[src/rtl/pcie_rx_demux_pkg.sv]
// pcie_rx_pkg: shared constants, types and the BAR priority helper for pcie_rx_demux.
package pcie_rx_pkg;
  localparam int TUSER_BAR_LSB = 2;
  localparam int NUM_BARS = 7;
  typedef logic [NUM_BARS-1:0] bar_hit_t;
  typedef enum logic [1:0] {ST_SOF, ST_PKT, ST_DROP} state_t;
  function automatic logic [2:0] lowest_bar(bar_hit_t h);
    lowest_bar = 3'd7;
    for (int i = NUM_BARS - 1; i >= 0; i--) if (h[i]) lowest_bar = 3'(i);
  endfunction
endpackage

[src/rtl/pcie_rx_demux_axis_skid_buffer.sv]
// axis_skid_buffer: 2-entry registered FIFO; in_ready comes from a flop, so it never depends on out_ready.
module axis_skid_buffer #(
  parameter int W = 8
) (
  input  logic         clk,
  input  logic         rst_n,
  input  logic         in_valid,
  output logic         in_ready,
  input  logic [W-1:0] in_data,
  output logic         out_valid,
  input  logic         out_ready,
  output logic [W-1:0] out_data
);
  logic [W-1:0] e0_q, e0_d, e1_q, e1_d;
  logic [1:0] cnt_q, cnt_d;
  logic rdy_q, push, pop;
  always_comb begin
    push = in_valid & rdy_q;
    pop = out_ready & (cnt_q != 2'd0);
    cnt_d = cnt_q + 2'(push) - 2'(pop);
    e0_d = pop ? e1_q : e0_q;
    e1_d = e1_q;
    if (push) begin
      if (cnt_q == 2'd0 || (cnt_q == 2'd1 && pop)) e0_d = in_data;
      else e1_d = in_data;
    end
  end
  always_ff @(posedge clk or negedge rst_n) begin
    if (!rst_n) begin
      e0_q <= '0;
      e1_q <= '0;
      cnt_q <= 2'd0;
      rdy_q <= 1'b0;
    end else begin
      e0_q <= e0_d;
      e1_q <= e1_d;
      cnt_q <= cnt_d;
      rdy_q <= cnt_d != 2'd2;
    end
  end
  assign in_ready = rdy_q;
  assign out_valid = cnt_q != 2'd0;
  assign out_data = e0_q;
endmodule

[src/rtl/pcie_rx_demux.sv]
// pcie_rx_demux: routes whole RX TLPs to per-BAR channels or drops them, with per-channel backpressure.
// Optional `PCIE_RX_DEMUX_STATS_EN builds the delivered/dropped packet counters.
module pcie_rx_demux
  import pcie_rx_pkg::*;
#(
  parameter int C_DATA_WIDTH = 64,
  parameter int KEEP_WIDTH = C_DATA_WIDTH / 8,
  parameter int NUM_CH = 2,
  parameter int CHW = $clog2(NUM_CH + 1),
  parameter logic [7*CHW-1:0] BAR_ROUTE = '0,
  parameter int NOHIT_ROUTE = NUM_CH
) (
  input  logic                    user_clk,
  input  logic                    user_reset_n,
  output logic                    s_axis_rx_tready,
  input  logic                    s_axis_rx_tvalid,
  input  logic                    s_axis_rx_tlast,
  input  logic [KEEP_WIDTH-1:0]   s_axis_rx_tkeep,
  input  logic [C_DATA_WIDTH-1:0] s_axis_rx_tdata,
  input  logic [21:0]             s_axis_rx_tuser,
  output logic [NUM_CH-1:0]       m_axis_tvalid,
  input  logic [NUM_CH-1:0]       m_axis_tready,
  output logic                    m_axis_tlast,
  output logic [KEEP_WIDTH-1:0]   m_axis_tkeep,
  output logic [C_DATA_WIDTH-1:0] m_axis_tdata,
  output logic [21:0]             m_axis_tuser,
  output logic [NUM_CH*32-1:0]    pkt_cnt,
  output logic [31:0]             drop_cnt
);
  localparam int PW = 1 + KEEP_WIDTH + C_DATA_WIDTH + 22;
  localparam int SW = PW + CHW;
  state_t state_q, state_d;
  logic [CHW-1:0] ch_q, ch_d, route, head_ch;
  logic [2:0] bar;
  logic acc, fwd, out_vld, out_pop;
  logic [SW-1:0] head;
  always_comb begin
    bar = lowest_bar(s_axis_rx_tuser[TUSER_BAR_LSB +: NUM_BARS]);
    route = bar == 3'd7 ? CHW'(NOHIT_ROUTE) : BAR_ROUTE[CHW*int'(bar) +: CHW];
    ch_d = state_q == ST_SOF ? route : state_q == ST_PKT ? ch_q : CHW'(NUM_CH);
    acc = s_axis_rx_tvalid & s_axis_rx_tready;
    fwd = acc & (ch_d < CHW'(NUM_CH));
    state_d = !acc ? state_q : s_axis_rx_tlast ? ST_SOF : state_q != ST_SOF ? state_q :
              fwd ? ST_PKT : ST_DROP;
    head_ch = head[SW-1 -: CHW];
    m_axis_tvalid = out_vld ? NUM_CH'(1) << head_ch : '0;
    out_pop = |(m_axis_tvalid & m_axis_tready);
  end
  always_ff @(posedge user_clk or negedge user_reset_n) begin
    if (!user_reset_n) begin
      state_q <= ST_SOF;
      ch_q <= '0;
    end else begin
      state_q <= state_d;
      ch_q <= ch_d;
    end
  end
  axis_skid_buffer #(.W(SW)) u_skid (
    .clk       (user_clk),
    .rst_n     (user_reset_n),
    .in_valid  (fwd),
    .in_ready  (s_axis_rx_tready),
    .in_data   ({ch_d, s_axis_rx_tlast, s_axis_rx_tkeep, s_axis_rx_tdata, s_axis_rx_tuser}),
    .out_valid (out_vld),
    .out_ready (out_pop),
    .out_data  (head)
  );
  assign {m_axis_tlast, m_axis_tkeep, m_axis_tdata, m_axis_tuser} = head[PW-1:0];
`ifdef PCIE_RX_DEMUX_STATS_EN
  logic [NUM_CH*32-1:0] pkt_q, pkt_d;
  logic [31:0] drop_q, drop_d;
  always_comb begin
    pkt_d = pkt_q;
    for (int i = 0; i < NUM_CH; i++)
      if (m_axis_tvalid[i] & m_axis_tready[i] & m_axis_tlast) pkt_d[i*32 +: 32] = pkt_q[i*32 +: 32] + 32'd1;
    drop_d = drop_q + 32'(acc & ~fwd & s_axis_rx_tlast);
  end
  always_ff @(posedge user_clk or negedge user_reset_n) begin
    if (!user_reset_n) begin
      pkt_q <= '0;
      drop_q <= '0;
    end else begin
      pkt_q <= pkt_d;
      drop_q <= drop_d;
    end
  end
  assign pkt_cnt = pkt_q;
  assign drop_cnt = drop_q;
`else
  assign pkt_cnt = '0;
  assign drop_cnt = '0;
`endif
endmodule
[config.mk]
export PLATFORM = sky130hd
export DESIGN_NAME = pcie_rx_demux
export DESIGN_NICKNAME = d
export VERILOG_FILES = /design/src/rtl/pcie_rx_demux_pkg.sv /design/src/rtl/pcie_rx_demux_axis_skid_buffer.sv /design/src/rtl/pcie_rx_demux.sv
export SDC_FILE = /design/constraint.sdc
export NUM_CORES = 1
export LEC_CHECK = 0
export CAP_MARGIN = 20
export CORE_ASPECT_RATIO = 2
export CORE_MARGIN = 10
export CORE_UTILIZATION = 42
export CTS_CLUSTER_DIAMETER = 30
export CTS_CLUSTER_SIZE = 10
export DETAILED_ROUTE_END_ITERATION = 7
export PLACE_DENSITY = 0.8
export RECOVER_POWER = 100
export SYNTH_ARGS = -nofsm -noshare
export SYNTH_HDL_FRONTEND = slang
export SYNTH_SLANG_ARGS = --single-unit
[constraint.sdc]
create_clock -name user_clk -period 2.26 [get_ports user_clk]
set_input_delay 0.452 -clock user_clk [delete_from_list [all_inputs] [get_ports user_clk]]
set_output_delay 0.452 -clock user_clk [all_outputs]
set_load 0.01 [all_outputs]
; ---- Word-level counts from Yosys, hierarchy flattened
; Cells that the tools add are included.
[totals]
regBits = 201
inputBits = 100
output_inout_bits = 194
elab_cells = 48
[op_classes]
add_sub_neg = 2
order_cmp = 1
eq_ne = 5
shifts = 2
n_mux = 17
bitwise_logic = 6
n_reduce_logical = 9
[op_table]
columns = cell, n
row1 = 97-bit 2-to-1 mux, 3
row2 = 2-bit 2-to-1 mux, 8
row3 = 3-bit 2-to-1 mux, 5
row4 = "14-bit by 5-bit indexed part select with 2-bit output, first input constant", 1
row5 = 1-bit bitwise AND, 4
row6 = "2-bit by 1-bit == test with 1-bit output, second input constant", 2
row7 = 2-bit logical NOT, 2
row8 = "2-bit inequality test, second input constant", 2
row9 = 2-bit AND reduction, 2
row10 = 2-bit nonzero test, 2
row11 = "3-bit == test, second input constant", 1
row12 = 2-bit by 1-bit adder with 2-bit output, 1
row13 = 2-bit bitwise AND, 1
row14 = "2-bit < comparator, second input constant", 1
row15 = 2-bit OR reduction, 1
row16 = "1-bit by 2-bit << shifter with 2-bit output, first input constant", 1
row17 = 2-bit by 1-bit subtractor with 2-bit output, 1
row18 = 1-bit logical AND, 1
row19 = 1-bit logical OR, 1
row20 = 1-bit 2-to-1 mux, 1
row21 = 1-bit inverter, 1

; ---- Depth between registers and ports, before layout
; Gate-level depths: netlist (run 1).
[depth]
ltp_word = 16
depth_mapped = 7
ltp_nobuf = 6

; ---- Modules after synthesis
; From an unflattened synthesis (run 1), not the netlist that was laid out.
[hier_totals]
cells_unflattened = 652
hier_area_um2 = 9574.2
[by_module_without_submodules]
columns = module, instances, cells_per_inst, area_per_inst_um2, seq_area_each_um2
row1 = axis_skid_buffer, 1, 534, 8625.8, 4929.7
row2 = pcie_rx_demux, 1, 118, 948.4, 100.1

; ---- Least setup slack after synthesis (run 1)
; OpenSTA, ideal clock, no wires.
[synth_path]
path_kind = register -> register
start = reg state_q[0]
end = reg u_skid.e0_q[67] (netlist: u_skid.out_data[67])
setup_time_ps = 125
t_arrival_ps = 1964
required_time_ps = 2135
slack_ps = 171
stages_incl_launch_ff = 8
n_path_buf = 3
period_less_slack_ps = 2089
path_cell_list = dfrtp_1 a21o_1 a211oi_1 o21a_1 buf_2 buf_2 buf_4 mux2_2
[synth_between]
elab_chain_cells = 7
word_cells_on_any_way = 8
cone_classes = order compare: 1 / eq/ne: 1 / mux: 3 / bitwise: 2 / reduce/logical: 1
[synth_lines]
columns = element, line
row1 = "start, declared", pcie_rx_demux.sv:32  ; state_t state_q, state_d;
row2 = "start signal, assigned", pcie_rx_demux.sv:54  ; state_q <= state_d;
row3 = 2-bit by 1-bit == test with 1-bit output, pcie_rx_demux.sv:40  ; ch_d = state_q == ST_SOF ? route : state_q == ST_PKT ? ch_q : CHW'(NUM_CH);
row4 = 2-bit 2-to-1 mux, pcie_rx_demux.sv:40
row5 = 2-bit 2-to-1 mux (*), pcie_rx_demux.sv:40
row6 = 2-bit < comparator (*), pcie_rx_demux.sv:42  ; fwd = acc & (ch_d < CHW'(NUM_CH));
row7 = 1-bit bitwise AND (*), pcie_rx_demux.sv:42
row8 = 1-bit bitwise AND (*), pcie_rx_demux_axis_skid_buffer.sv:18  ; push = in_valid & rdy_q;
row9 = 97-bit 2-to-1 mux (*), pcie_rx_demux_axis_skid_buffer.sv:23  ; if (push) begin
row10 = via u_skid.e0_d[67], pcie_rx_demux_axis_skid_buffer.sv:14  ; logic [W-1:0] e0_q, e0_d, e1_q, e1_d;
row11 = "end signal, assigned", pcie_rx_demux_axis_skid_buffer.sv:30  ; e0_q <= '0;
row12 = "end signal, assigned", pcie_rx_demux_axis_skid_buffer.sv:35  ; e0_q <= e0_d;
row13 = "end, declared", pcie_rx_demux_axis_skid_buffer.sv:14
; Mark *: on every way through the listed nets, which the timed path passes. The rest lies on a longest branch.
; A chain may end at the register's enable or synchronous reset.

; ---- Final worst setup path (run 1)
[layout_path]
start = in s_axis_rx_tuser[4]
end = reg u_skid.e1_q[72]
[layout_between]
elab_chain_cells = 10
word_cells_on_any_way = 11
cone_classes = order compare: 1 / eq/ne: 1 / shift: 1 / mux: 5 / bitwise: 2 / reduce/logical: 1
[layout_lines]
columns = element, line
row1 = "start, declared", pcie_rx_demux.sv:20  ; input logic [21:0] s_axis_rx_tuser,
row2 = 3-bit 2-to-1 mux (*) (3 in a row), pcie_rx_demux_pkg.sv:9  ; for (int i = NUM_BARS - 1; i >= 0; i--) if (h[i]) lowest_bar = 3'(i);
row3 = 14-bit by 5-bit indexed part select with 2-bit output / 3-bit == test (equally long branches), pcie_rx_demux.sv:39  ; route = bar == 3'd7 ? CHW'(NOHIT_ROUTE) : BAR_ROUTE[CHW*int'(bar) +: CHW];
row4 = 2-bit 2-to-1 mux (*), pcie_rx_demux.sv:39
row5 = 2-bit 2-to-1 mux (*), pcie_rx_demux.sv:40
row6 = via ch_d[1], pcie_rx_demux.sv:33  ; logic [CHW-1:0] ch_q, ch_d, route, head_ch;
row7 = 2-bit < comparator (*), pcie_rx_demux.sv:42
row8 = 1-bit bitwise AND (*), pcie_rx_demux.sv:42
row9 = 1-bit bitwise AND (*), pcie_rx_demux_axis_skid_buffer.sv:18
row10 = 2-bit AND reduction (no source line) (*), n/a
row11 = "end signal, assigned", pcie_rx_demux_axis_skid_buffer.sv:31  ; e1_q <= '0;
row12 = "end signal, assigned", pcie_rx_demux_axis_skid_buffer.sv:36  ; e1_q <= e1_d;
row13 = "end, declared", pcie_rx_demux_axis_skid_buffer.sv:14
; Marked as above.

==> reports/metrics.cfg, run 1 <==
[outcome]
run_status = finished clean

[power]
p_total_uw = 19000
ir_drop_v = 0.000732
leakage_uw = 0.00547
powerDensity_mw_per_mm2 = 1500

[floorplanning]
dieHeight_um = 240
coreArea_mm2 = 0.0239
fp-row-count = 80
chipWidth_um = 130
dieArea_mm2 = 0.0313
start_util = 0.427
top_level_ports = 294

[clock_network]
clk-insertion-delay-late_ns = 0.49
cts_sinks = 201
cts_tree = done
htree_levels = 2
cts_buffers = 36
clockBufferDepth = 3
clock_tree.root_cell = clkbuf_16
path_clk_slew_ns = 0.05

[sta]
drv_slew = 0
hold_viol = 0
hold_slack_ns = 0.487
fin_crit_sh = 0.943
skew_ns = 0.00836
finalSetupViolations = 0
clock.fmax_mhz = 469
rsz0062_at_grt = no
worst_pin_slew_ns = 1.36
maxSlewHeadroom = 0.0923
period_needed_ns = 2.13

[synthesis]
ys_ff_latch = 201
syn_avg_cell_area_um2 = 13.7
synth_warnings = 0
syn_area_mm2 = 0.0102
ys_seq_area_frac = 0.493
netlist-cell-type-count = 25
synth_cells = 744

[place]
gp_congestion = 0.778
dp.cells = 1128
port_buffers = 197
dp_hpwl_mm = 17.2

[critical_path]
rr_worst_depth = 5
setup.reg_to_reg.worst_slack_ns = 0.14
rr_startpoint = u_skid.out_data[95]$_DFF_PN0_
worst-path-max-fanout = 41
r2r_end = u_skid.e1_q[72]$_DFFE_PN0P_
end_kind = flop
required_ns = 2.63
arrival_ns = 2.50
critPathLaunchType = primary input
crit_type = primary input to flop

[route]
wl_per_cell_um = 19.3
drtPass1Iterations = 4
wirelength_mm = 23.1
vias_per_cell = 4.75
ant_nets = 0
drc_errors = 0
drt_iter0_drc = 94
route.vias.total = 5676

[worst_hold_path]
hold_path_class = flop to flop
hold_path_depth = 1
min_to = u_skid.e1_q[67]$_DFFE_PN0P_
worstHoldStart = u_skid.e1_q[67]$_DFFE_PN0P_

[global_routing]
grt_max_degree = 69
grt_pass1_vias = 6331
overflow = 0
antenna_found_initial = 3
grt_pass1_wl_mm = 35.2
grtUsageTotal = 0.145

[layout]
drive_gt1_frac = 0.391
final_cell_mix = 259 x mux2_2, 201 x dfrtp_1, 98 x clkdlybuf4s50_1
fin_util = 0.531
fillers = 2023
nets = 981
area_growth_pct = 24.5
layout_commonest_cell = mux2_2
fin_cells = 1195

[flow_run]
cap_viol_max_count = 0

[timing repair]
| action | in CTS | in global routing |
|---|---|---|
| resized for setup | 4 | 1 |
| endpoints found under the setup margin | 15 | 24 |
| hold buffers | 1 | 0 |
| setup buffers | 0 | 0 |
| hold endpoints to repair | 49 | 0 |
[routing by layer]
| metal | GRT usage | vias up | part of all wire |
|---|---|---|---|
| li1 | - | 2559 | - |
| met2 | 0.272 | 228 | 0.56 |
| met4 | 0.0729 | 0 | 0.038 |
| met1 | 0.132 | 2846 | 0.31 |
| met3 | 0.0463 | 43 | 0.090 |
| met5 | 0 | - | 0 |
[critical path, cell delays in order]
cell and delay, ns:
clkdlybuf4s50_1 0.56, nor4_2 0.10, a21o_1 0.19, or4_4 0.55
buf_8 0.22, mux2_1 0.37
[synth_stat cells (all sizes together)]
master	number	area share
or4	1	0.00074
clkbuf	7	0.0026
mux2	288	0.33
and2	2	0.0012
nand2	1	0.00037
xnor2	3	0.0026
nor2	3	0.0011
a21oi	4	0.0020
o21a	1	0.00074
mux2i	1	0.00098
a211oi	1	0.00074
a21o	2	0.0015
dfrtp	201	0.49
ha	1	0.0012
nor3b	3	0.0022
buf	215	0.16
inv	2	0.00074
conb	1	0.00037
nor3	4	0.0025
a31oi	1	0.00061
nor4	2	0.0012
[cell families after synthesis]
logic type | after synthesis | synth area share
AO/OA/AOI/OAI | 9 | 0.00552
XOR/XNOR | 3 | 0.00258
adder cells (fa/ha/maj) | 1 | 0.00123
buffers and inverters | 224 | 0.159
flip-flops | 201 | 0.493
multiplexers | 289 | 0.329
other | 1 | 0.000368
AND/OR/NAND/NOR | 16 | 0.00932
[stage by stage]
| stage | cell area, um^2 | setup WS (ns) | TNS, ns |
|---|---|---|---|
| floorplan | 10600 | 0.171 | 0 |
| global placement | 11700 | -0.529 | -86.18 |
| detailed placement | 11700 | -0.529 | -85.88 |
| CTS | 12800 | 0.0779 | 0 |
| global route | 12700 | 0.0288 | 0 |
| finish | 12700 | 0.130 | 0 |
[where the power goes]
part           switching, uW  internal (uW)  total [uW]
Sequential               936           5470        6410
Clock                   1800           3250        5050
Combinational           2900           4640        7540
Total                   5640          13400       19000
[area by class of cell]
| type | count | area (um^2) | share of cell area |
|---|---|---|---|
| flip-flops and latches | 201 | 5030 | 0.396 |
| clock buffers | 45 | 996 | 0.0784 |
| diodes | 3 | 7.51 | 0.000591 |
| inverters | 2 | 7.51 | 0.000591 |
| clock inverters | 18 | 155 | 0.0122 |
| repair buffers | 225 | 2310 | 0.181 |
| well taps | 287 | 359 | 0.0283 |
| multi-input cells | 414 | 3840 | 0.303 |
[registers in the layout, summed over array words and instances (netlist names)]
signal,cells
ch_q,2
state_q,2
u_skid.e1_q,97
u_skid.out_data,97
u_skid.in_ready,1
u_skid.cnt_q,2
[worst max-delay path by stage]
stage	from	to	slack, ns	depth (start not counted)
finish	s_axis_rx_tuser[4]	u_skid.e1_q[72]$_DFFE_PN0P_	0.13	6
floorplan	state_q[0]$_DFFE_PN0P_	u_skid.out_data[67]$_DFF_PN0_	0.17	7
detailed placement	s_axis_rx_tuser[4]	u_skid.e1_q[29]$_DFFE_PN0P_	-0.53	6
global route	u_skid.out_data[95]$_DFF_PN0_	u_skid.e1_q[68]$_DFFE_PN0P_	0.03	5
CTS	u_skid.cnt_q[1]$_DFF_PN0_	m_axis_tvalid[1]	0.08	4
global placement	s_axis_rx_tuser[4]	u_skid.e1_q[63]$_DFFE_PN0P_	-0.53	6
No activity file was read; power rests on OpenSTA's default activity.
==> run 2: changes to the inputs <==
- CORE_UTILIZATION: 42 -> 48
- PLACE_DENSITY: 0.8 -> 0.89
==> reports/metrics.cfg, run 2 (synthesized netlist as in run 1, its figures left out) <==
[layout]
final_cell_mix = 259 x mux2_2, 201 x dfrtp_1, 98 x dlygate4sd3_1  ; was 259 x mux2_2, 201 x dfrtp_1, 98 x clkdlybuf4s50_1
layout_commonest_cell = mux2_2  ; unchanged
postLayoutCellArea_mm2 = 0.0125  ; was 0.0127 mm^2
drive_gt1_frac = 0.381  ; was 0.391
nets = 980  ; was 981
area_growth_pct = 22.2  ; was 24.5%
fin_cells = 1167  ; was 1195
fillers = 1650  ; was 2023

[critical_path]
worst-path-max-fanout = 34  ; was 41
critPathLaunchType = primary input  ; unchanged
arrival_ns = 2.56  ; was 2.50 ns
end_kind = flop  ; unchanged
required_ns = 2.66  ; was 2.63 ns
crit_type = primary input to flop  ; unchanged

[clock_network]
htree_levels = 1  ; was 2
cts_setup_buffers = 0  ; unchanged
cts_tree = done  ; unchanged
clk-insertion-delay-late_ns = 0.53  ; was 0.49 ns
clockBufferDepth = 3  ; unchanged
cts_sinks = 201  ; unchanged
cts_buffers = 29  ; was 36
path_clk_slew_ns = 0.05  ; about the same
clock_tree.root_cell = clkbuf_16  ; unchanged

[power]
ir_drop_v = 0.000836  ; was 0.000732 V
leakage_uw = 0.00539  ; was 0.00547 uW
powerDensity_mw_per_mm2 = 1480  ; was 1500 mW/mm^2

[route]
drt_iter0_drc = 169  ; was 94
wirelength_mm = 22.9  ; was 23.1 mm
drc_errors = 0  ; unchanged
wl_per_cell_um = 19.6  ; was 19.3 um
drtPass1Iterations = 4  ; unchanged
ant_nets = 0  ; unchanged
vias_per_cell = 4.87  ; was 4.75
route.vias.total = 5689  ; was 5676

[floorplanning]
chipWidth_um = 123  ; was 130 um
fp-row-count = 75  ; was 80
top_level_ports = 294  ; unchanged
coreArea_mm2 = 0.0209  ; was 0.0239 mm^2
dieHeight_um = 226  ; was 240 um
start_util = 0.488  ; was 0.427
dieArea_mm2 = 0.0278  ; was 0.0313 mm^2

[sta]
finalSetupViolations = 0  ; unchanged
drv_slew = 66  ; was 0
hold_viol = 0  ; unchanged
hold_slack_ns = 0.488  ; was 0.487 ns
skew_ns = 0.0157  ; was 0.00836 ns
fin_crit_sh = 0.955  ; was 0.943
maxSlewHeadroom = -0.0254  ; was 0.0923
rsz0062_at_grt = no  ; unchanged
worst_pin_slew_ns = 1.54  ; was 1.36 ns
clock.fmax_mhz = 463  ; was 469 MHz
fin_ws_ns = 0.102  ; was 0.130 ns
period_needed_ns = 2.16  ; was 2.13 ns

[global_routing]
overflow = 0  ; unchanged
antenna_found_initial = 3  ; unchanged
grt_pass1_vias = 6495  ; was 6331
grt_pass1_wl_mm = 35.1  ; was 35.2 mm
grt_max_degree = 66  ; was 69
grtUsageTotal = 0.160  ; was 0.145

[outcome]
run_status = finished, violations left  ; was finished clean
violations = max-capacitance violations, max-slew violations

[place]
port_buffers = 197  ; unchanged
dp_hpwl_mm = 16.9  ; was 17.2 mm
dp.cells = 1116  ; was 1128
pre_cts_ws_ns = -0.459  ; was -0.529 ns
gp_congestion = 0.797  ; was 0.778
placed_area_mm2 = 0.0117  ; about the same

[flow_run]
cap_viol_max_count = 1  ; was 0

[worst_hold_path]
hold_path_class = flop to flop  ; unchanged

run 2: changes by cell type in the layout (fill, tap and decap cells not counted), sizes merged, moves of 3 or more:
cell      change
clkinvlp      -5
clkinv        -4
bufinv        +3
clkbuf        -9
buf           +6
run 2: timing repair:
item                       CTS  global route
gates resized for setup      2             1
hold endpoints to repair    57             0
hold buffers                 1             0
pin swaps                    0             0
setup endpoints to repair    2            47
run 2: metal layers:
layer  track usage  vias to the layer above  part of all wire
met5             0                        -                 0
met4        0.0872                        0             0.038
li1              -                     2552                 -
met2         0.302                      225              0.56
met1         0.153                     2865              0.32
met3        0.0358                       47             0.085
run 2: power by group:
| part | total (uW) | internal [uW] | switching, uW |
|---|---|---|---|
| clock | 4460 | 2900 | 1550 |
| combinational | 7610 | 4620 | 2990 |
| sequential | 6380 | 5470 | 910 |
run 2: worst paths after layout:
kind,start,to,slack (ns),cells after the start
min in group asynchronous,user_reset_n,u_skid.out_data[88]$_DFF_PN0_,0.84,2
min reg2reg,u_skid.e1_q[96]$_DFFE_PN0P_,u_skid.e1_q[96]$_DFFE_PN0P_,0.49,1
min,u_skid.e1_q[96]$_DFFE_PN0P_,u_skid.e1_q[96]$_DFFE_PN0P_,0.49,1
max,s_axis_rx_tuser[4],u_skid.e1_q[87]$_DFFE_PN0P_,0.10,6
max in group asynchronous,user_reset_n,u_skid.cnt_q[1]$_DFF_PN0_,0.27,3
max reg2reg,u_skid.cnt_q[1]$_DFF_PN0_,u_skid.out_data[55]$_DFF_PN0_,0.13,6
run 2: final cells by class:
| cell class | instances | area [um^2] | share of cell area |
|---|---|---|---|
| diodes | 3 | 7.51 | 0.000602 |
| clock inverters | 11 | 168 | 0.0134 |
| inverters | 2 | 7.51 | 0.000602 |
| clock buffers | 36 | 792 | 0.0635 |
| repair buffers | 231 | 2300 | 0.184 |
| multi-input cells | 414 | 3830 | 0.307 |
| well taps | 269 | 337 | 0.0270 |
| flip-flops and latches | 201 | 5030 | 0.403 |
run 2: per-stage QoR:
step | power (uW) | TNS (ns) | util
after detailed placement | 14900 | -70.42 | 0.558
after global placement | 14500 | -66.69 | 0.558
after global routing | 19600 | 0 | 0.596
final | 18400 | 0 | 0.596
after CTS | 19500 | 0 | 0.604
after floorplan | 12700 | 0 | -
run 2: critical path, stage by stage:
cell,delay [ns]
dlygate4sd3_1,0.59
nor4_2,0.47
a21o_1,0.22
or4_4,0.17
buf_8,0.27
mux2_1,0.38
==> run 3: changes to the inputs <==
- GPL_TIMING_DRIVEN: default -> 0
==> reports/metrics.cfg, run 3 (synthesized netlist as in run 1, its figures left out) <==
[route]
wl_per_cell_um = 18.5  ; was 19.6 um
ant_nets = 0  ; unchanged
drc_errors = 0  ; unchanged
route.vias.total = 6326  ; was 5689
wirelength_mm = 25.3  ; was 22.9 mm
vias_per_cell = 4.63  ; was 4.87
drtPass1Iterations = 4  ; unchanged
drt_iter0_drc = 224  ; was 169

[critical_path]
end_kind = flop  ; unchanged
arrival_ns = 2.68  ; was 2.56 ns
worst-path-max-fanout = 10  ; was 34
critPathLaunchType = primary input  ; unchanged
crit_top_cell = buf_6
setup.reg_to_reg.worst_slack_ns = 0  ; was 0.13 ns
crit_type = primary input to flop  ; unchanged
rr_startpoint = state_q[1]$_DFFE_PN0P_  ; was u_skid.cnt_q[1]$_DFF_PN0_
rr_worst_depth = 7  ; was 6
crit_slowest_cell = clkdlybuf4s50_1  ; was dlygate4sd3_1
cp_cell_sequence = clkdlybuf4s50_1 > nor4_4 > a21o_1 > or4_4 > buf_6 > buf_6 > buf_6 > mux2_4  ; was dlygate4sd3_1 > nor4_2 > a21o_1 > or4_4 > buf_8 > mux2_1
r2r_end = u_skid.e1_q[86]$_DFFE_PN0P_  ; was u_skid.out_data[55]$_DFF_PN0_
crit_end = u_skid.e1_q[86]$_DFFE_PN0P_  ; was u_skid.e1_q[87]$_DFFE_PN0P_
slowest_delay_ns = 0.56  ; was 0.59 ns
worstSetupStartpoint = s_axis_rx_tuser[4]  ; unchanged
required_ns = 2.67  ; was 2.66 ns

[floorplanning]
dieHeight_um = 226  ; unchanged
chipWidth_um = 123  ; unchanged
coreArea_mm2 = 0.0209  ; unchanged
fp-row-count = 75  ; unchanged
top_level_ports = 294  ; unchanged
start_util = 0.488  ; unchanged
dieArea_mm2 = 0.0278  ; unchanged

[power]
p_int_uw = 14700  ; was 13000 uW
p_sw_uw = 5930  ; was 5450 uW
leakage_uw = 0.00649  ; was 0.00539 uW
p_sw_frac = 0.287  ; was 0.295
powerDensity_mw_per_mm2 = 1470  ; was 1480 mW/mm^2
ir_drop_v = 0.000747  ; was 0.000836 V
clockPowerShare = 0.217  ; was 0.242
p_seq_frac = 0.310  ; was 0.346
combPwrFrac = 0.473  ; was 0.413

[sta]
fin_ws_ns = -0.0144  ; was 0.102 ns
worst_pin_slew_ns = 1.37  ; was 1.54 ns
hold_viol = 0  ; unchanged
clock.fmax_mhz = 440  ; was 463 MHz
fin_crit_sh = 1.01  ; was 0.955
skew_ns = 0.0147  ; was 0.0157 ns
finalSetupViolations = 6  ; was 0
drv_slew = 0  ; was 66
hold_slack_ns = 0.463  ; was 0.488 ns
rsz0062_at_grt = yes  ; was no
period_needed_ns = 2.27  ; was 2.16 ns
maxSlewHeadroom = 0.0865  ; was -0.0254
setup-tns-final_ns = -0.0283  ; was 0 ns

[place]
gp_congestion = 0.791  ; was 0.797
dp_hpwl_mm = 18.6  ; was 16.9 mm
port_buffers = 197  ; unchanged

[global_routing]
grt_pass1_vias = 7057  ; was 6495
overflow = 0  ; unchanged
grt_pass1_wl_mm = 38.6  ; was 35.1 mm
grtUsageTotal = 0.176  ; was 0.160
antenna_found_initial = 3  ; unchanged
grt_max_degree = 105  ; was 66

[clock_network]
cts_sinks = 201  ; unchanged
clock_tree.root_cell = clkbuf_16  ; unchanged
clockBufferDepth = 3  ; unchanged
path_clk_slew_ns = 0.05  ; about the same
htree_levels = 1  ; unchanged
cts_tree = done  ; unchanged
cts_buffers = 29  ; unchanged
clk-insertion-delay-late_ns = 0.53  ; about the same

[worst_hold_path]
hold_path_depth = 2  ; was 1
hold_path_class = primary input to flop  ; was flop to flop

[layout]
layout_commonest_cell = mux2_2  ; unchanged
nets = 1178  ; was 980
final_cell_mix = 259 x mux2_2, 201 x buf_4, 201 x dfrtp_1  ; was 259 x mux2_2, 201 x dfrtp_1, 98 x dlygate4sd3_1
drive_gt1_frac = 0.523  ; was 0.381
area_growth_pct = 37.6  ; was 22.2%
fillers = 1518  ; was 1650

[outcome]
run_status = finished, violations left  ; unchanged
violations = negative setup slack  ; was max-capacitance violations, max-slew violations

[flow_run]
cap_viol_max_count = 0  ; was 1

run 3: area by class of cell:
cell class / count / area, um^2 / share of cell area
repair buffers: 208 / 2070 / 0.148
well taps: 269 / 337 / 0.0240
multi-input cells: 414 / 3970 / 0.283
inverters: 2 / 7.51 / 0.000535
clock buffers: 40 / 837 / 0.0596
diodes: 3 / 7.51 / 0.000535
plain buffers: 221 / 1640 / 0.117
flip-flops and latches: 201 / 5030 / 0.358
clock inverters: 9 / 134 / 0.00954
run 3: power groups by stage:
stage	Clock, uW	Sequential (uW)	Combinational [uW]
2_1_floorplan	0	6120	6540
3_3_place_gp	0	6310	9330
3_5_place_dp	0	6410	9580
4_1_cts	4590	6390	9790
5_1_grt	4730	6610	10500
6_report	4480	6390	9770
run 3: worst min-delay path by stage:
| stage | startpoint | endpoint | slack (ns) |
|---|---|---|---|
| 2_1_floorplan | user_reset_n | ch_q[0]$_DFF_PN0_ | 0.16 |
| 3_3_place_gp | u_skid.e1_q[96]$_DFFE_PN0P_ | u_skid.e1_q[96]$_DFFE_PN0P_ | 0.47 |
| 3_5_place_dp | u_skid.e1_q[96]$_DFFE_PN0P_ | u_skid.e1_q[96]$_DFFE_PN0P_ | 0.47 |
| 4_1_cts | s_axis_rx_tuser[5] | u_skid.out_data[5]$_DFF_PN0_ | 0.44 |
| 5_1_grt | s_axis_rx_tuser[5] | u_skid.out_data[5]$_DFF_PN0_ | 0.47 |
| 6_report | s_axis_rx_tuser[5] | u_skid.out_data[5]$_DFF_PN0_ | 0.46 |
run 3: metal layers:
layer,up-vias,GRT usage,wire [um]
met4,0,0.0698,802
met5,-,0,0
met1,3105,0.167,8010
met2,224,0.341,14500
li1,2949,-,-
met3,48,0.0433,1980
run 3: worst max-delay path, delay by kind of cell:
family / cells / cell delay (ns)
AOI/OAI and AO/OA: 1 / 0.22
buffers and inverters: 4 / 1.04
and+or+nand+nor: 2 / 0.63
muxes: 1 / 0.31
run 3: per-stage QoR:
stage	utilization	total power (uW)	worst slack, ns	instance area [um^2]	std cells
after floorplan	-	12700	0.171	10600	839
after detailed placement	0.617	16000	-1.04	12900	1306
after CTS	0.668	20800	-0.129	14000	1360
after global placement	0.615	15600	-7.47	12900	1305
final	0.671	20600	-0.0144	14000	1367
after global routing	0.671	21800	-0.0794	14000	1367
run 3: timing repair:
item,in CTS,in global routing
endpoints found under the setup margin,199,174
hold buffers,1,0
buffers inserted,5,4
resized for setup,20,16
pin swaps,1,1
hold endpoints to repair,32,0
